`src/rtl/lpe_request_sequencer.sv`:
```
// -----------------------------------------------------------------------------
// lpe_request_sequencer
//
// Purpose:
//   Latches a 16-bit multi-hot request vector and serves its set bits one at a
//   time, lowest index first, as 4-bit indices on a valid/ready handshake.
//   Each accepted index clears its bit; once the vector is empty the block
//   returns to IDLE and pulses done for one cycle.
//
// Ports:
//   clk_i          rising-edge clock
//   rst_i          asynchronous active-high reset
//   load_valid_i   a new request vector is offered
//   load_ready_o   block can accept a vector (IDLE only)
//   load_vec_i     request vector, sampled on the load handshake
//   idx_valid_o    an index is offered (SCAN only)
//   idx_ready_i    consumer accepts the offered index
//   idx_o          lowest set bit of pending (0 when idx_valid_o is low)
//   pending_o      remaining unserved request bits (registered)
//   busy_o         high while scanning
//   done_o         one-cycle pulse after the vector is fully served
//   flush_i        (LPE_SEQ_FLUSH_EN only) abandon the current vector
//
// Configuration:
//   LPE_SEQ_FLUSH_EN  when defined, adds flush_i. A flush in SCAN empties the
//                     vector and returns to IDLE without a done pulse; in IDLE
//                     it blocks a simultaneous load.
// -----------------------------------------------------------------------------
module lpe_request_sequencer #(
    parameter int WIDTH = 16,
    parameter int IDX_W = 4
) (
    input  logic             clk_i,
    input  logic             rst_i,
    input  logic             load_valid_i,
    output logic             load_ready_o,
    input  logic [WIDTH-1:0] load_vec_i,
    output logic             idx_valid_o,
    input  logic             idx_ready_i,
    output logic [IDX_W-1:0] idx_o,
    output logic [WIDTH-1:0] pending_o,
    output logic             busy_o,
`ifdef LPE_SEQ_FLUSH_EN
    input  logic             flush_i,
`endif
    output logic             done_o
);

    typedef enum logic {
        IDLE = 1'b0,
        SCAN = 1'b1
    } state_t;

    state_t             state_q;
    logic [WIDTH-1:0]   pending_q;
    logic [WIDTH-1:0]   pending_d;
    logic               done_q;
    logic [IDX_W-1:0]   lowIdx;
    logic               lastBit;
    logic               flushReq;

`ifdef LPE_SEQ_FLUSH_EN
    assign flushReq = flush_i;
`else
    assign flushReq = 1'b0;
`endif

    // Priority encoder over the pending register. Walking from the top bit
    // down lets the lowest set bit win, so bit 0 has priority.
    always_comb begin
        lowIdx = '0;
        for (int i = WIDTH - 1; i >= 0; i--) begin
            if (pending_q[i]) begin
                lowIdx = IDX_W'(i);
            end
        end
    end

    // Vector after the currently offered bit is served. If clearing the
    // lowest bit leaves nothing, this handshake finishes the vector.
    assign pending_d = pending_q & ~(WIDTH'(1) << lowIdx);
    assign lastBit   = (pending_d == '0);

    // Sequencer FSM. IDLE accepts vectors (a zero vector completes at once);
    // SCAN drains pending one handshake at a time. done is registered so it
    // appears in the cycle after the completing edge, alongside load_ready.
    always_ff @(posedge clk_i or posedge rst_i) begin
        if (rst_i) begin
            state_q   <= IDLE;
            pending_q <= '0;
            done_q    <= 1'b0;
        end else begin
            done_q <= 1'b0;
            case (state_q)
                IDLE: begin
                    if (load_valid_i && !flushReq) begin
                        if (load_vec_i != '0) begin
                            pending_q <= load_vec_i;
                            state_q   <= SCAN;
                        end else begin
                            done_q <= 1'b1;
                        end
                    end
                end
                SCAN: begin
                    if (flushReq) begin
                        pending_q <= '0;
                        state_q   <= IDLE;
                    end else if (idx_ready_i) begin
                        pending_q <= pending_d;
                        if (lastBit) begin
                            state_q <= IDLE;
                            done_q  <= 1'b1;
                        end
                    end
                end
                default: begin
                    state_q   <= IDLE;
                    pending_q <= '0;
                end
            endcase
        end
    end

    // All handshake outputs decode registered state only, so idx_ready_i has
    // no combinational path to idx_valid_o or idx_o.
    assign load_ready_o = (state_q == IDLE);
    assign idx_valid_o  = (state_q == SCAN);
    assign busy_o       = (state_q == SCAN);
    assign idx_o        = (state_q == SCAN) ? lowIdx : '0;
    assign pending_o    = pending_q;
    assign done_o       = done_q;

endmodule

```
`config.mk`:
```
export PLATFORM = sky130hd
export DESIGN_NAME = lpe_request_sequencer
export DESIGN_NICKNAME = d
export VERILOG_FILES = /design/src/rtl/lpe_request_sequencer.sv
export SDC_FILE = /design/constraint.sdc
export NUM_CORES = 1
export LEC_CHECK = 0
export CAP_MARGIN = 40
export CORE_MARGIN = 2
export CORE_UTILIZATION = 47
export CTS_CLUSTER_DIAMETER = 150
export DETAILED_ROUTE_END_ITERATION = 12
export GPL_TIMING_DRIVEN = 0
export PLACE_DENSITY = 0.82
export SLEW_MARGIN = 20
export SYNTH_ARGS = -nofsm -noshare
export SYNTH_HDL_FRONTEND = slang
export SYNTH_SLANG_ARGS = --single-unit
```
`constraint.sdc`:
```
create_clock -name clk_i -period 2.26 [get_ports clk_i]
set_input_delay 0.452 -clock clk_i [delete_from_list [all_inputs] [get_ports clk_i]]
set_output_delay 0.452 -clock clk_i [all_outputs]
set_load 0.01 [all_outputs]
```
==> out/results.ini, run 1 <==
[status]
status = finished with violations
violations = setup timing

[critical_path]
crit_path_end_kind = output port
worstPathCellList = or3_4, o21a_4, o2bb2ai_4, and2_1, clkbuf_2
reg2reg_setup_slack_ps = -80
cp_slowest_cell = dfrtp_2
cp-start-kind = flip-flop
r2r-start = pending_o[14]
path_buf_inv = 1
r2r_end = busy_o
max_stage_delay_ps = 490
crit_required_ps = 1810
arrival_ps = 1900
ff2ff_path_depth = 8
worstPathMaxFanout = 7
crit_family = simple AND/OR/NAND/NOR gates
critPathKind = reg2out

[global_route]
grt_overflow = 0
grt_busiest_layer = met2
grt_usage = 0.344
grtUsageMet3 = 0.0554
use_met2 = 0.553
grt_first_pass_wirelength_um = 9130
use_met1 = 0.446
grt_max_degree = 19
first_global_vias = 1818
antenna_found_initial = 0

[synthesis]
synth.distinct_cells = 47
synth_cells = 186
ys.flop_type = dfrtp_1
synth_edf_count = 0
synth_top_cell_area_share = 0.302
async_flop_share = 1.00
synth.top_cells.by_count = 23 x nor2_1, 19 x nand2_1, 18 x dfrtp_1, 18 x o21ai_0, 10 x nor4_1
ys_ff_latch = 18
yosysTopAreaCell = dfrtp_1
yosysSeqAreaShare = 0.302
synthMostInstantiatedCell = nor2_1
syn_nets = 206
ys_top_cells_by_area = dfrtp_1 30%, o21ai_0 6.0%, nor2_1 5.8%
syn_area_per_cell_sq_um = 8.03
synth_area_sq_mm = 0.00149
yosysWarnings = 0

[timing]
drv_slew = 0
rsz0062_at_grt = yes
layout_setup_ws_ps = -87.0
maxSlewHeadroom = 0.539
setup_viol = 6
fin_crit_sh = 1.04
period_needed_ps = 2350
worst_pin_slew_ps = 691
fmax_mhz = 426
hold_viol_final = 0
finalClockSkew_ps = 3.04

[finish]
fill_cells = 199
final_cells = 307
drive_gt1_frac = 0.361
multi_input_area_sq_mm = 0.00118
antenna-diode-count = 0
syn_to_final_growth_pct = 67.6
regArea_sq_um = 464
fin_nets = 284
final_area_sq_mm = 0.00250

[detailed_routing]
postRouteAntennaNets = 0
drtPass1Iterations = 5
drc = 0
wire_per_inst_um = 20.5
vias = 2008
drt_iter0_drc = 204
routed_via_density = 6.54
wl_um = 6300

[placement]
hpwl_um = 3620
dpl-instance-area_sq_mm = 0.00198
placed_cells = 273
gp_congestion = 0.956
portBuffers = 43

[clock_tree]
clockBufferDepth = 2
tritoncts = yes
worstSkewPairLatency_ps = 300
cts-htree-levels = 1
numClockSinks = 18
numCtsBuffers = 3
clk_pin_slew_worst_paths_ps = 110
cts_root_buf = clkbuf_4

[die]
coreArea_sq_mm = 0.00303
die-height_um = 60.4
fp.dieW_um = 60.4
io_pins = 44
rows = 20
dieArea_sq_mm = 0.00364
start_util = 0.493

[power_and_ir_drop]
finalPower_mw = 4.67
worst_ir_drop_vdd_mv = 0.791
power_density_mw_per_mm2 = 1870
power.leakage_nw = 0.971

[flow_run]
cap_viol_max_count = 0

[min_path]
hold_path.class = in2async

## flip-flops by register name, indices dropped and copies added, names as in the netlist
| name | flops |
|---|---|
| busy_o | 1 |
| pending_o | 16 |
| done_o | 1 |
## cells by family after synthesis
family          synth area share
mux                       0.0469
flops                      0.302
buf+inv                   0.0570
compound gates             0.333
simple gates               0.262
## metal layers
layer,share of wire,vias up
met3,0.095,48
met1,0.38,947
met2,0.47,148
met4,0.057,0
met5,0,-
li1,-,865
## power breakdown
group	switching (mW)	internal (mW)	total [mW]
logic	1.95	1.78	3.74
clock network	0.105	0.0983	0.203
registers	0.276	0.456	0.732
total	2.34	2.33	4.67
## layout make-up
type / count / share of cell area
plain buffers: 11 / 0.0260
clock buffers: 4 / 0.0145
inverters: 9 / 0.0135
multi-input cells: 148 / 0.470
flip-flops and latches: 18 / 0.186
well taps: 44 / 0.0220
repair buffers: 73 / 0.268
## cells in the final DEF, fill, tap and decap left out, types with 2 or more instances in the layout
cell type	instances
nor2_2	5
a21oi_1	8
mux2i_1	7
nor3_1	3
o21a_1	2
nor3_2	3
o2111ai_1	2
inv_1	9
a21oi_4	2
clkbuf_1	4
o32ai_1	2
buf_2	5
nor4_1	4
a211oi_2	2
nor4_2	3
and2_1	2
clkdlybuf4s50_1	39
buf_4	27
nor2_4	3
dfrtp_2	11
buf_6	5
dfrtp_1	7
nor2_1	16
and2_4	2
o21ai_0	17
nand2_1	18
nor4_4	4
clkbuf_4	3
nand3_1	5
a22o_1	6
a31oi_1	4
## worst max-delay path by stage
stage | cells past startpoint | startpoint | slack [ps] | end
2_1_floorplan | 9 | pending_o[0] | 130 | busy_o
3_3_place_gp | 6 | pending_o[14] | -490 | idx_o[0]
3_5_place_dp | 6 | pending_o[14] | -480 | idx_o[0]
4_1_cts | 5 | pending_o[7] | -210 | idx_o[0]
5_1_grt | 8 | pending_o[14] | -160 | busy_o
6_report | 5 | pending_o[7] | -90 | idx_o[0]
## stage by stage
stage	hold WS (ps)	worst slack (ps)	util	TNS, ps
floorplan	391	133	-	0
finish	544	-87.0	0.826	-375
detailed placement	636	-485	0.653	-6690
CTS	568	-207	0.786	-244
global route	628	-159	0.826	-790
global placement	639	-487	0.653	-5960
## repair_timing
item | 4_1_cts | 5_1_grt
buffers inserted | 24 | 6
endpoints found under the setup margin | 13 | 10
hold buffers | 0 | 0
pin swaps | 14 | 12
gates resized for setup | 56 | 15
Power figures use the tool's default switching activity.
==> run 2: changes to the inputs <==
ABC_CLOCK_PERIOD_IN_PS = 2260   (was default)
==> results of run 2 <==
Same layout as run 1: the final DEF is identical, and so are final timing and power.
==> run 3: changes to the inputs <==
MAX_ROUTING_LAYER = met4   (was default)
SLEW_MARGIN = 0   (was 20)
==> out/results.ini, run 3 (synthesis results as in run 1) <==
[timing]
layout_setup_ws_ps = -221  ; -134 ps
rsz0062_at_grt = yes
hold_viol_final = 0  ; unchanged
fmax_mhz = 403  ; -5.4%
worst_pin_slew_ps = 699  ; +7.73 ps
setup_viol = 9  ; +3
finalClockSkew_ps = 8.82  ; +5.78 ps
period_needed_ps = 2480  ; +134 ps
drv_slew = 0  ; unchanged
fin_crit_sh = 1.10  ; +0.0595
maxSlewHeadroom = 0.533  ; -0.00516

[finish]
mostFrequentLayoutCells = 38 x clkdlybuf4s50_1, 34 x buf_4, 16 x nand2_1
multi_input_area_sq_mm = 0.00119  ; +0.85%
regArea_sq_um = 465  ; +0.27%
largest_register_ffs = 16  ; unchanged
syn_to_final_growth_pct = 74.0
antenna-diode-count = 0  ; unchanged
final_common_cell = clkdlybuf4s50_1
fill_cells = 188  ; -5.5%
fin_nets = 293  ; +3.2%
drive_gt1_frac = 0.393  ; +0.0322

[critical_path]
crit_path_end_kind = flip-flop
worstPathMaxFanout = 6  ; -1
cp-start-kind = flip-flop
crit_required_ps = 2440  ; +630 ps
arrival_ps = 2660  ; +760 ps
critPathKind = reg2reg

[die]
rows = 20  ; unchanged
io_pins = 44  ; unchanged
coreArea_sq_mm = 0.00303  ; unchanged
fp.dieW_um = 60.4  ; unchanged
start_util = 0.493  ; unchanged
dieArea_sq_mm = 0.00364  ; unchanged
die-height_um = 60.4  ; unchanged

[clock_tree]
clk_pin_slew_worst_paths_ps = 110  ; about the same
cts_hold_buffers = 0  ; unchanged
tritoncts = yes
numClockSinks = 18  ; unchanged
clockBufferDepth = 2  ; unchanged
cts-htree-levels = 1  ; unchanged
cts_root_buf = clkbuf_4
numCtsBuffers = 3  ; unchanged
worstSkewPairLatency_ps = 300  ; about the same

[min_path]
hold_path.class = in2async

[flow_run]
cap_viol_max_count = 0  ; unchanged

[power_and_ir_drop]
power.switching_mw = 2.54  ; +8.7%
combPwrFrac = 0.814  ; +0.014
power_density_mw_per_mm2 = 1950  ; +4.6%
p_int_mw = 2.54  ; +8.6%
worst_ir_drop_vdd_mv = 0.775  ; -1.9%
finalPower_mw = 5.08  ; +8.7%
p_sw_frac = 0.500  ; about the same
p_seq_frac = 0.146  ; -0.011
power.leakage_nw = 1.03  ; +6.0%
clkPwrFrac = 0.040  ; -0.004

[detailed_routing]
postRouteAntennaNets = 0  ; unchanged
wl_um = 7100  ; +13%
wire_per_inst_um = 22.5  ; +9.4%
drt_iter0_drc = 312  ; +53%
drc = 0  ; unchanged
vias = 2119  ; +5.5%
drtPass1Iterations = 5  ; unchanged
routed_via_density = 6.71  ; +2.5%

[placement]
portBuffers = 43  ; unchanged
gp_congestion = 0.947  ; -0.96%
place_ws_ps = -536  ; -51.0 ps
hpwl_um = 3690  ; +1.9%

[global_route]
antenna_found_initial = 0  ; unchanged
grt_usage = 0.362  ; +0.0176
grt_first_pass_wirelength_um = 9340  ; +2.3%
grt_max_degree = 19  ; unchanged
first_global_vias = 1803  ; -0.83%
grt_overflow = 0  ; unchanged

[status]
violations = setup timing
status = finished with violations

[run 3: worst max-delay path, cell delays in order, from the launching register on]
cell and delay (ps):
dfrtp_2 490, buf_4 170, nor3b_2 50, nor3_2 290, buf_4 200, o21ai_4 90
o41ai_2 400, o2111ai_2 240, nor4_4 300, a31oi_1 140
[run 3: metrics by stage]
step	utilization	instances	hold WS, ps	area, sq um	TNS (ps)
2_1_floorplan	-	186	391	1490	0
3_3_place_gp	0.653	273	629	1980	-6120
3_5_place_dp	0.657	274	635	1990	-5330
4_1_cts	0.790	300	564	2390	-110
5_1_grt	0.858	316	646	2600	-1370
6_report	0.858	316	542	2600	-1030
[run 3: worst paths after layout]
kind,cells past startpoint,startpoint,slack (ps),to
setup / recovery,9,pending_o[7],-220,busy_o
hold / removal,2,rst_i,540,done_o
setup reg to reg,9,pending_o[7],-220,busy_o
hold reg to reg,1,pending_o[8],690,pending_o[8]
max in group asynchronous,2,rst_i,1220,pending_o[12]
min in group clk_i,3,load_vec_i[9],660,pending_o[9]
[run 3: metal layers]
layer / GRT usage / up-vias / part of all wire
met5: - / - / 0
met4: 0.146 / 0 / 0.062
met3: 0.0256 / 58 / 0.12
met2: 0.553 / 214 / 0.46
met1: 0.499 / 974 / 0.36
li1: - / 873 / -
[run 3: layout make-up]
| class | count | area share |
|---|---|---|
| multi-input cells | 148 | 0.457 |
| inverters | 9 | 0.0130 |
| clock buffers | 4 | 0.0140 |
| flip-flops and latches | 18 | 0.179 |
| repair buffers | 82 | 0.292 |
| well taps | 44 | 0.0212 |
| plain buffers | 11 | 0.0236 |
[run 3: what timing repair did]
item                                    in CTS  in global routing
resized for setup                           57                 26
endpoints found under the setup margin       7                 22
buffers inserted                            22                 16
pin swaps                                   12                 15
gates cloned                                 0                  0
[run 3: power by group through the flow]
stage / sequential [mW] / clock, mW / combinational [mW]
floorplan: 0.687 / 0 / 1.51
finish: 0.741 / 0.205 / 4.13
global route: 0.748 / 0.214 / 4.25
detailed placement: 0.698 / 0 / 2.40
CTS: 0.701 / 0.206 / 3.26
global placement: 0.694 / 0 / 2.37
